[src/rtl/fir_tap_arbiter_if.sv]
// Bundle of the config, engine and tap-BRAM signals around the FIR tap arbiter.
// Handshakes: a requester holds *_req (config also holds its fields) and the access is
// taken in any cycle where the matching *_gnt is 1; the response pulse follows one cycle later.
interface fir_tap_arbiter_if #(
    parameter int pADDR_WIDTH = 12,
    parameter int pDATA_WIDTH = 32
);
    logic                   cfg_req;
    logic                   cfg_we;
    logic [pADDR_WIDTH-1:0] cfg_addr;
    logic [pDATA_WIDTH-1:0] cfg_wdata;
    logic                   cfg_gnt;
    logic                   cfg_done;
    logic [pDATA_WIDTH-1:0] cfg_rdata;
    logic                   cfg_err;

    logic                   eng_req;
    logic [3:0]             eng_idx;
    logic                   eng_busy;
    logic                   eng_gnt;
    logic                   eng_rvalid;
    logic [pDATA_WIDTH-1:0] eng_rdata;

    logic [3:0]             tap_WE;
    logic                   tap_EN;
    logic [pADDR_WIDTH-1:0] tap_A;
    logic [pDATA_WIDTH-1:0] tap_Di;
    logic [pDATA_WIDTH-1:0] tap_Do;

    modport slave (
        input  cfg_req, cfg_we, cfg_addr, cfg_wdata,
        output cfg_gnt, cfg_done, cfg_rdata, cfg_err,
        input  eng_req, eng_idx, eng_busy,
        output eng_gnt, eng_rvalid, eng_rdata,
        output tap_WE, tap_EN, tap_A, tap_Di,
        input  tap_Do
    );

    modport master (
        output cfg_req, cfg_we, cfg_addr, cfg_wdata,
        input  cfg_gnt, cfg_done, cfg_rdata, cfg_err,
        output eng_req, eng_idx, eng_busy,
        input  eng_gnt, eng_rvalid, eng_rdata,
        input  tap_WE, tap_EN, tap_A, tap_Di,
        output tap_Do
    );
endinterface

[src/rtl/fir_tap_arbiter.sv]
// Shares the single tap BRAM port between the config path and the FIR engine.
// Engine has priority; a starvation counter lets a waiting config access through.
module fir_tap_arbiter #(
    parameter int pADDR_WIDTH  = 12,
    parameter int pDATA_WIDTH  = 32,
    parameter int Tape_Num     = 11,
    parameter int STARVE_LIMIT = 4
) (
    input  logic                   axis_clk,
    input  logic                   axis_rst,
    fir_tap_arbiter_if.slave       bus,
    output logic [2:0]             dbg_rsp
);
    localparam int                     SW         = $clog2(STARVE_LIMIT + 1);
    localparam logic [SW-1:0]          STARVE_MAX = SW'(STARVE_LIMIT);
    localparam logic [pADDR_WIDTH-1:0] TAP_BYTES  = pADDR_WIDTH'(4 * Tape_Num);
    localparam logic [4:0]             TAP_CNT    = 5'(Tape_Num);

    typedef enum logic [2:0] {
        RSP_NONE    = 3'd0,
        RSP_ENG     = 3'd1,
        RSP_CFG_RD  = 3'd2,
        RSP_CFG_WR  = 3'd3,
        RSP_CFG_ERR = 3'd4
    } rsp_t;

    rsp_t          rsp, rsp_next;
    logic          eng_oor_q;
    logic [SW-1:0] starve_cnt;
    logic          cfg_elig, cfg_win, eng_win;
    logic          cfg_addr_ok, eng_idx_ok;

    // A write is held off while the engine is mid-block; reads may always compete.
    assign cfg_elig    = bus.cfg_req && (!bus.cfg_we || !bus.eng_busy);
    assign cfg_win     = !axis_rst && cfg_elig && (!bus.eng_req || starve_cnt == STARVE_MAX);
    assign eng_win     = !axis_rst && bus.eng_req && !cfg_win;
    assign cfg_addr_ok = (bus.cfg_addr[1:0] == 2'b00) && (bus.cfg_addr < TAP_BYTES);
    assign eng_idx_ok  = ({1'b0, bus.eng_idx} < TAP_CNT);

    assign bus.cfg_gnt = cfg_win;
    assign bus.eng_gnt = eng_win;
    assign dbg_rsp     = rsp;

    always_ff @(posedge axis_clk or posedge axis_rst) begin
        if (axis_rst) begin
            starve_cnt <= '0;
        end else if (!bus.cfg_req || cfg_win) begin
            starve_cnt <= '0;
        end else if (starve_cnt != STARVE_MAX) begin
            starve_cnt <= starve_cnt + 1'b1;
        end
    end

    always_comb begin
        bus.tap_EN = 1'b0;
        bus.tap_WE = 4'h0;
        bus.tap_A  = '0;
        bus.tap_Di = '0;
        if (cfg_win && cfg_addr_ok) begin
            bus.tap_EN = 1'b1;
            bus.tap_A  = {bus.cfg_addr[pADDR_WIDTH-1:2], 2'b00};
            if (bus.cfg_we) begin
                bus.tap_WE = 4'hF;
                bus.tap_Di = bus.cfg_wdata;
            end
        end else if (eng_win && eng_idx_ok) begin
            bus.tap_EN = 1'b1;
            bus.tap_A  = pADDR_WIDTH'({bus.eng_idx, 2'b00});
        end
    end

    // Response tag: one entry per grant, consumed the following cycle.
    always_ff @(posedge axis_clk or posedge axis_rst) begin
        if (axis_rst) begin
            rsp       <= RSP_NONE;
            eng_oor_q <= 1'b0;
        end else begin
            rsp       <= rsp_next;
            eng_oor_q <= eng_win && !eng_idx_ok;
        end
    end

    always_comb begin
        rsp_next = RSP_NONE;
        if (cfg_win) begin
            if (!cfg_addr_ok)    rsp_next = RSP_CFG_ERR;
            else if (bus.cfg_we) rsp_next = RSP_CFG_WR;
            else                 rsp_next = RSP_CFG_RD;
        end else if (eng_win) begin
            rsp_next = RSP_ENG;
        end
    end

    // An out-of-range engine fetch never touched the BRAM, so its data is forced to 0.
    always_comb begin
        bus.cfg_done   = 1'b0;
        bus.cfg_err    = 1'b0;
        bus.cfg_rdata  = '0;
        bus.eng_rvalid = 1'b0;
        bus.eng_rdata  = '0;
        case (rsp)
            RSP_ENG: begin
                bus.eng_rvalid = 1'b1;
                if (!eng_oor_q) bus.eng_rdata = bus.tap_Do;
            end
            RSP_CFG_RD: begin
                bus.cfg_done  = 1'b1;
                bus.cfg_rdata = bus.tap_Do;
            end
            RSP_CFG_WR: begin
                bus.cfg_done = 1'b1;
            end
            RSP_CFG_ERR: begin
                bus.cfg_done = 1'b1;
                bus.cfg_err  = 1'b1;
            end
            default: begin
                bus.cfg_done = 1'b0;
            end
        endcase
    end
endmodule
[src/flat_wrapper.sv]
// flat-port wrapper written by rule: the top's interface ports become plain ports
module fir_tap_arbiter_flat 
#(
    parameter int pADDR_WIDTH  = 12,
    parameter int pDATA_WIDTH  = 32,
    parameter int Tape_Num     = 11,
    parameter int STARVE_LIMIT = 4
)
  (axis_clk, axis_rst, dbg_rsp, bus_cfg_req, bus_cfg_we, bus_cfg_addr, bus_cfg_wdata, bus_cfg_gnt, bus_cfg_done, bus_cfg_rdata, bus_cfg_err, bus_eng_req, bus_eng_idx, bus_eng_busy, bus_eng_gnt, bus_eng_rvalid, bus_eng_rdata, bus_tap_WE, bus_tap_EN, bus_tap_A, bus_tap_Di, bus_tap_Do);
  fir_tap_arbiter_if #(.pADDR_WIDTH(pADDR_WIDTH), .pDATA_WIDTH(pDATA_WIDTH)) bus_i ();
  input  logic axis_clk;
  input  logic axis_rst;
  output logic [2:0] dbg_rsp;
  input wire logic [$bits(bus_i.cfg_req)-1:0] bus_cfg_req;
  input wire logic [$bits(bus_i.cfg_we)-1:0] bus_cfg_we;
  input wire logic [$bits(bus_i.cfg_addr)-1:0] bus_cfg_addr;
  input wire logic [$bits(bus_i.cfg_wdata)-1:0] bus_cfg_wdata;
  output wire logic [$bits(bus_i.cfg_gnt)-1:0] bus_cfg_gnt;
  output wire logic [$bits(bus_i.cfg_done)-1:0] bus_cfg_done;
  output wire logic [$bits(bus_i.cfg_rdata)-1:0] bus_cfg_rdata;
  output wire logic [$bits(bus_i.cfg_err)-1:0] bus_cfg_err;
  input wire logic [$bits(bus_i.eng_req)-1:0] bus_eng_req;
  input wire logic [$bits(bus_i.eng_idx)-1:0] bus_eng_idx;
  input wire logic [$bits(bus_i.eng_busy)-1:0] bus_eng_busy;
  output wire logic [$bits(bus_i.eng_gnt)-1:0] bus_eng_gnt;
  output wire logic [$bits(bus_i.eng_rvalid)-1:0] bus_eng_rvalid;
  output wire logic [$bits(bus_i.eng_rdata)-1:0] bus_eng_rdata;
  output wire logic [$bits(bus_i.tap_WE)-1:0] bus_tap_WE;
  output wire logic [$bits(bus_i.tap_EN)-1:0] bus_tap_EN;
  output wire logic [$bits(bus_i.tap_A)-1:0] bus_tap_A;
  output wire logic [$bits(bus_i.tap_Di)-1:0] bus_tap_Di;
  input wire logic [$bits(bus_i.tap_Do)-1:0] bus_tap_Do;
  assign bus_i.cfg_req = bus_cfg_req;
  assign bus_i.cfg_we = bus_cfg_we;
  assign bus_i.cfg_addr = bus_cfg_addr;
  assign bus_i.cfg_wdata = bus_cfg_wdata;
  assign bus_cfg_gnt = bus_i.cfg_gnt;
  assign bus_cfg_done = bus_i.cfg_done;
  assign bus_cfg_rdata = bus_i.cfg_rdata;
  assign bus_cfg_err = bus_i.cfg_err;
  assign bus_i.eng_req = bus_eng_req;
  assign bus_i.eng_idx = bus_eng_idx;
  assign bus_i.eng_busy = bus_eng_busy;
  assign bus_eng_gnt = bus_i.eng_gnt;
  assign bus_eng_rvalid = bus_i.eng_rvalid;
  assign bus_eng_rdata = bus_i.eng_rdata;
  assign bus_tap_WE = bus_i.tap_WE;
  assign bus_tap_EN = bus_i.tap_EN;
  assign bus_tap_A = bus_i.tap_A;
  assign bus_tap_Di = bus_i.tap_Di;
  assign bus_i.tap_Do = bus_tap_Do;
  fir_tap_arbiter #(.pADDR_WIDTH(pADDR_WIDTH), .pDATA_WIDTH(pDATA_WIDTH), .Tape_Num(Tape_Num), .STARVE_LIMIT(STARVE_LIMIT)) u_core (.axis_clk(axis_clk), .axis_rst(axis_rst), .bus(bus_i), .dbg_rsp(dbg_rsp));
endmodule
[config.mk]
export PLATFORM = sky130hd
export DESIGN_NAME = fir_tap_arbiter_flat
export DESIGN_NICKNAME = d
export VERILOG_FILES = /design/src/rtl/fir_tap_arbiter_if.sv /design/src/rtl/fir_tap_arbiter.sv /design/src/flat_wrapper.sv
export SDC_FILE = /design/constraint.sdc
export NUM_CORES = 1
export LEC_CHECK = 0
export ABC_AREA = 1
export BUFFER_PORTS_ARGS = -buffer_cell sky130_fd_sc_hd__buf_4
export CAP_MARGIN = 25
export CORE_AREA = 2 2 79 81
export DETAILED_ROUTE_END_ITERATION = 12
export DIE_AREA = 0 0 81 83
export MAX_ROUTING_LAYER = met4
export PLACE_DENSITY = 0.71
export SLEW_MARGIN = 20
export SYNTH_ARGS = -nofsm -noshare
export SYNTH_HDL_FRONTEND = slang
export SYNTH_SLANG_ARGS = --single-unit
[constraint.sdc]
create_clock -name axis_clk -period 2.3 [get_ports axis_clk]
set_clock_uncertainty 0.15 [all_clocks]
set_input_delay 0.23 -clock axis_clk [delete_from_list [all_inputs] [get_ports axis_clk]]
set_output_delay 0.23 -clock axis_clk [all_outputs]
set_load 0.02 [all_outputs]
==> PnR_summary.wiki <==
{| class="wikitable"
! Metric !! Value
|-
| Outcome || finished clean
|-
| Post-synth cell types || 22
|-
| Clock sinks || 7
|-
| Summed instance area of the synthesized netlist || 0.00136 mm^2
|-
| Root buffer cell || clkbuf_8
|-
| Fin nets || 550
|-
| Clock H-tree levels || 1
|-
| Final hold violation count || 0
|-
| Cells after synthesis || around 260
|-
| Leakage || 2.04 nW
|-
| Post-Synthesis Mean Instance Area || 5.30 um^2
|-
| CTS buffer count || 3
|-
| Combinational family with the most area after synthesis || simple AND/OR/NAND/NOR gates
|-
| Sequential standard cell area || about 180 um^2
|-
| Total power after layout || about 0.70 mW
|-
| Worst skew pair latency || ~0.23 ns
|-
| Max-slew violation total from the final report || 0
|-
| Number of vias per cell after detailed routing || ~4.0
|-
| Chip Width || 81 um
|-
| Fraction of layout cells with a size suffix above 1 || between 50% and 60%
|-
| Effective utilization at floorplan || roughly a quarter
|-
| Area used by multi-input combinational logic || a little over 800 um^2
|-
| Leftover overflow at the end of global routing || 0
|-
| Maximum frequency from static timing analysis || roughly 450 MHz
|-
| All-Layer GR Usage || a little under a fifth
|-
| Max IR drop VDD || between 0.15 and 0.2 mV
|-
| CTS tree || yes
|-
| DRT met1 WL || approximately 2.2 mm
|-
| Critical Path Source Type || flip-flop
|-
| Part of the Yosys area used for sequential elements || between 10 and 15%
|-
| #FFs+latches synth || 7
|-
| Crit path max fanout || 10
|-
| Start point of the critical path || u_core.starve_cnt[0]
|-
| Worst Min Path Start || bus_cfg_req
|-
| Ratio of final minimum period to clock period || between 90% and 100%
|-
| Met3 wire len || between 700 and 800 um
|-
| Non-filler instance count after layout || between 500 and 600
|-
| Fraction of the mapped netlist area in adder cells || approximately 1.8%
|-
| Area of the die || roughly 0.0067 mm^2
|-
| First-pass detailed-route iteration total || 4
|-
| Die height || about 83 um
|-
| Power per Cell Area || 224 mW/mm^2
|-
| Number of antenna diodes || 0
|-
| Post-Place Cells || about 520
|-
| Detail-routed net length per standard cell || 12.0 um
|-
| HPWL Detailed || around 5.3 mm
|-
| Met2 layer wire length in the routed design || between 3 and 4 mm
|-
| Max-cap violation count || 0
|-
| Top routing layer in use || met4
|-
| Critical path start-end classification || flip-flop to output port
|-
| Via count of the first global-routing pass || about 2.1k
|-
| Final setup violation count || 0
|-
| DR DRC count || 0
|-
| Routability congestion estimate || about 0.9
|-
| Compound-gate portion of the synthesized area || approximately 2%
|-
| Number of warnings printed during yosys synthesis || 0
|-
| Number of DRC markers in iteration 0 || 43
|-
| Number of port buffers || 198
|-
| Worst min-delay path class || input port to flip-flop
|-
| Filler cell count in the final layout || a little under 600
|-
| Tightest hold margin || around 0.16 ns
|-
| Total I/O pin count || 207
|-
| Synthesis-to-finish area growth || 131%
|-
| Vias after detailed routing || around 2.2k
|-
| Maximum number of pins on one net before global-route repair || 33
|-
| Area of the core region || slightly below 0.006 mm^2
|-
| Required @ worst endpoint || about 1.9 ns
|-
| Number of antenna violations at the first check in global routing || 0
|-
| Clock-pin slew on the worst setup and hold paths || 0.04 ns
|-
| Buffer levels on the longest clock path || 2
|-
| Final min period || between 2 and 2.5 ns
|-
| Wire length after detailed routing || between 6 and 7 mm
|-
| First-pass GRT wire length || 9.59 mm
|-
| Nature of the critical path endpoint || output port
|-
| R2r startpoint || u_core.starve_cnt[0]
|-
| Basic-gate share of the synthesized area counting and, or, nand and nor cells || 50.1%
|-
| Remaining number of nets flagged by the antenna check after routing || 0
|-
| Final design utilization || between 50% and 60%
|-
| CP Data Arrival Time || about 1.8 ns
|-
| Area share of xor/xnor cells in the synthesized design || roughly 1.3%
|-
| Multiplexer area fraction after synthesis || 0%
|-
| Std cell rows || 28
|}
[final timing paths]
check,endpoint,slack (ns),cells past startpoint
hold reg to reg,u_core.starve_cnt[1],0.45,2
min in group asynchronous,u_core.starve_cnt[0],0.50,4
setup reg to reg,u_core.dbg_rsp[0],0.67,10
max in group asynchronous,u_core.dbg_rsp[1],1.27,4
hold / removal,u_core.starve_cnt[1],0.16,3
setup / recovery,bus_tap_Di[16],0.09,11
[per-layer routing]
metal	GRT usage, %	up-vias
met5	-	-
met4	3.54	0
met3	3.80	8
met2	35.4	128
met1	17.9	922
li1	-	1106
[layout make-up]
class | count | area share (%)
flip-flops and latches | 7 | 5.58
multi-input cells | 159 | 26.3
repair buffers | 214 | 54.4
inverters | 77 | 9.21
clock buffers | 4 | 1.43
well taps | 75 | 2.99
[critical path: stages (launching register included)]
cell     delay (ns)
dfrtp_1        0.38
inv_2          0.09
ha_4           0.15
nand2_4        0.06
nand2_2        0.09
inv_2          0.04
nor2_4         0.10
nand4_4        0.12
buf_12         0.17
buf_6          0.16
nor2_2         0.09
buf_4          0.14
[sequential cells by signal, indices dropped and copies added, names as in the netlist]
name	flops
u_core.eng_oor_q	1
u_core.dbg_rsp	3
u_core.starve_cnt	3
[power breakdown]
part | switching [mW] | internal [mW]
sequential | 0.0115 | 0.136
clock | 0.0512 | 0.120
combinational | 0.195 | 0.191
[placed cells by master (no fill, tap or decap)]
cell type | Yosys | layout
buf_4 | 11 | 201
buf_12 | 0 | 2
nor2_4 | 4 | 10
clkbuf_8 | 0 | 3
nand2_2 | 2 | 1
nor2_2 | 26 | 20
nor3_1 | 2 | 2
a21o_1 | 1 | 1
a21oi_1 | 3 | 3
nand4_1 | 9 | 9
dlygate4sd3_1 | 0 | 1
ha_1 | 2 | 1
xor2_1 | 1 | 1
xnor2_1 | 1 | 1
inv_1 | 76 | 73
nand4_4 | 1 | 1
nand2_4 | 0 | 1
o21ai_1 | 1 | 1
bufbuf_16 | 0 | 1
buf_16 | 0 | 1
dfrtp_1 | 7 | 7
inv_2 | 1 | 4
nand3_1 | 3 | 3
buf_6 | 3 | 8
ha_4 | 0 | 1
nand2_1 | 19 | 19
clkbuf_1 | 6 | 1
nor2_1 | 76 | 76
conb_1 | 1 | 8
[cell usage after synthesis]
master	count	area, um^2
inv_1	76	285
nor2_4	4	45.0
dfrtp_1	7	175
nand3_1	3	15.0
xnor2_1	1	8.76
conb_1	1	3.75
nand4_1	9	56.3
clkbuf_1	6	22.5
ha_1	2	25.0
nand2_2	2	12.5
buf_4	11	82.6
xor2_1	1	8.76
buf_6	3	33.8
nor3_1	2	10.0
o21ai_1	1	5.00
inv_2	1	3.75
a21oi_1	3	15.0
a21o_1	1	7.51
nor2_2	26	163
nand2_1	19	71.3
nand4_4	1	21.3
nor2_1	76	285
[metrics by stage]
stage          cell area (um^2)  setup WS (ns)  TNS [ns]
4_1_cts                    3050         0.0124         0
6_report                   3140         0.0909         0
2_1_floorplan              1380          0.102         0
5_1_grt                    3140        -0.0113   -0.0113
3_3_place_gp               2870          0.270         0
3_5_place_dp               2870          0.191         0
[cell families (layout without fill, tap and decap cells)]
kind of cell             after synthesis  count (layout)
AO/OA/AOI/OAI                          5               5
XOR/XNOR                               2               2
adder cells (fa/ha/maj)                2               2
buffers and inverters                 97             295
flip-flops                             7               7
other                                  1               8
AND/OR/NAND/NOR                      142             142
[repair_timing]
item	4_1_cts	5_1_grt
resized for setup	4	17
buffers inserted	5	3
pin swaps	2	2
hold endpoints to repair	7	0
endpoints found under the setup margin	31	37
hold buffers	1	0
cloned	2	0
No activity file was read; power rests on OpenSTA's default activity.
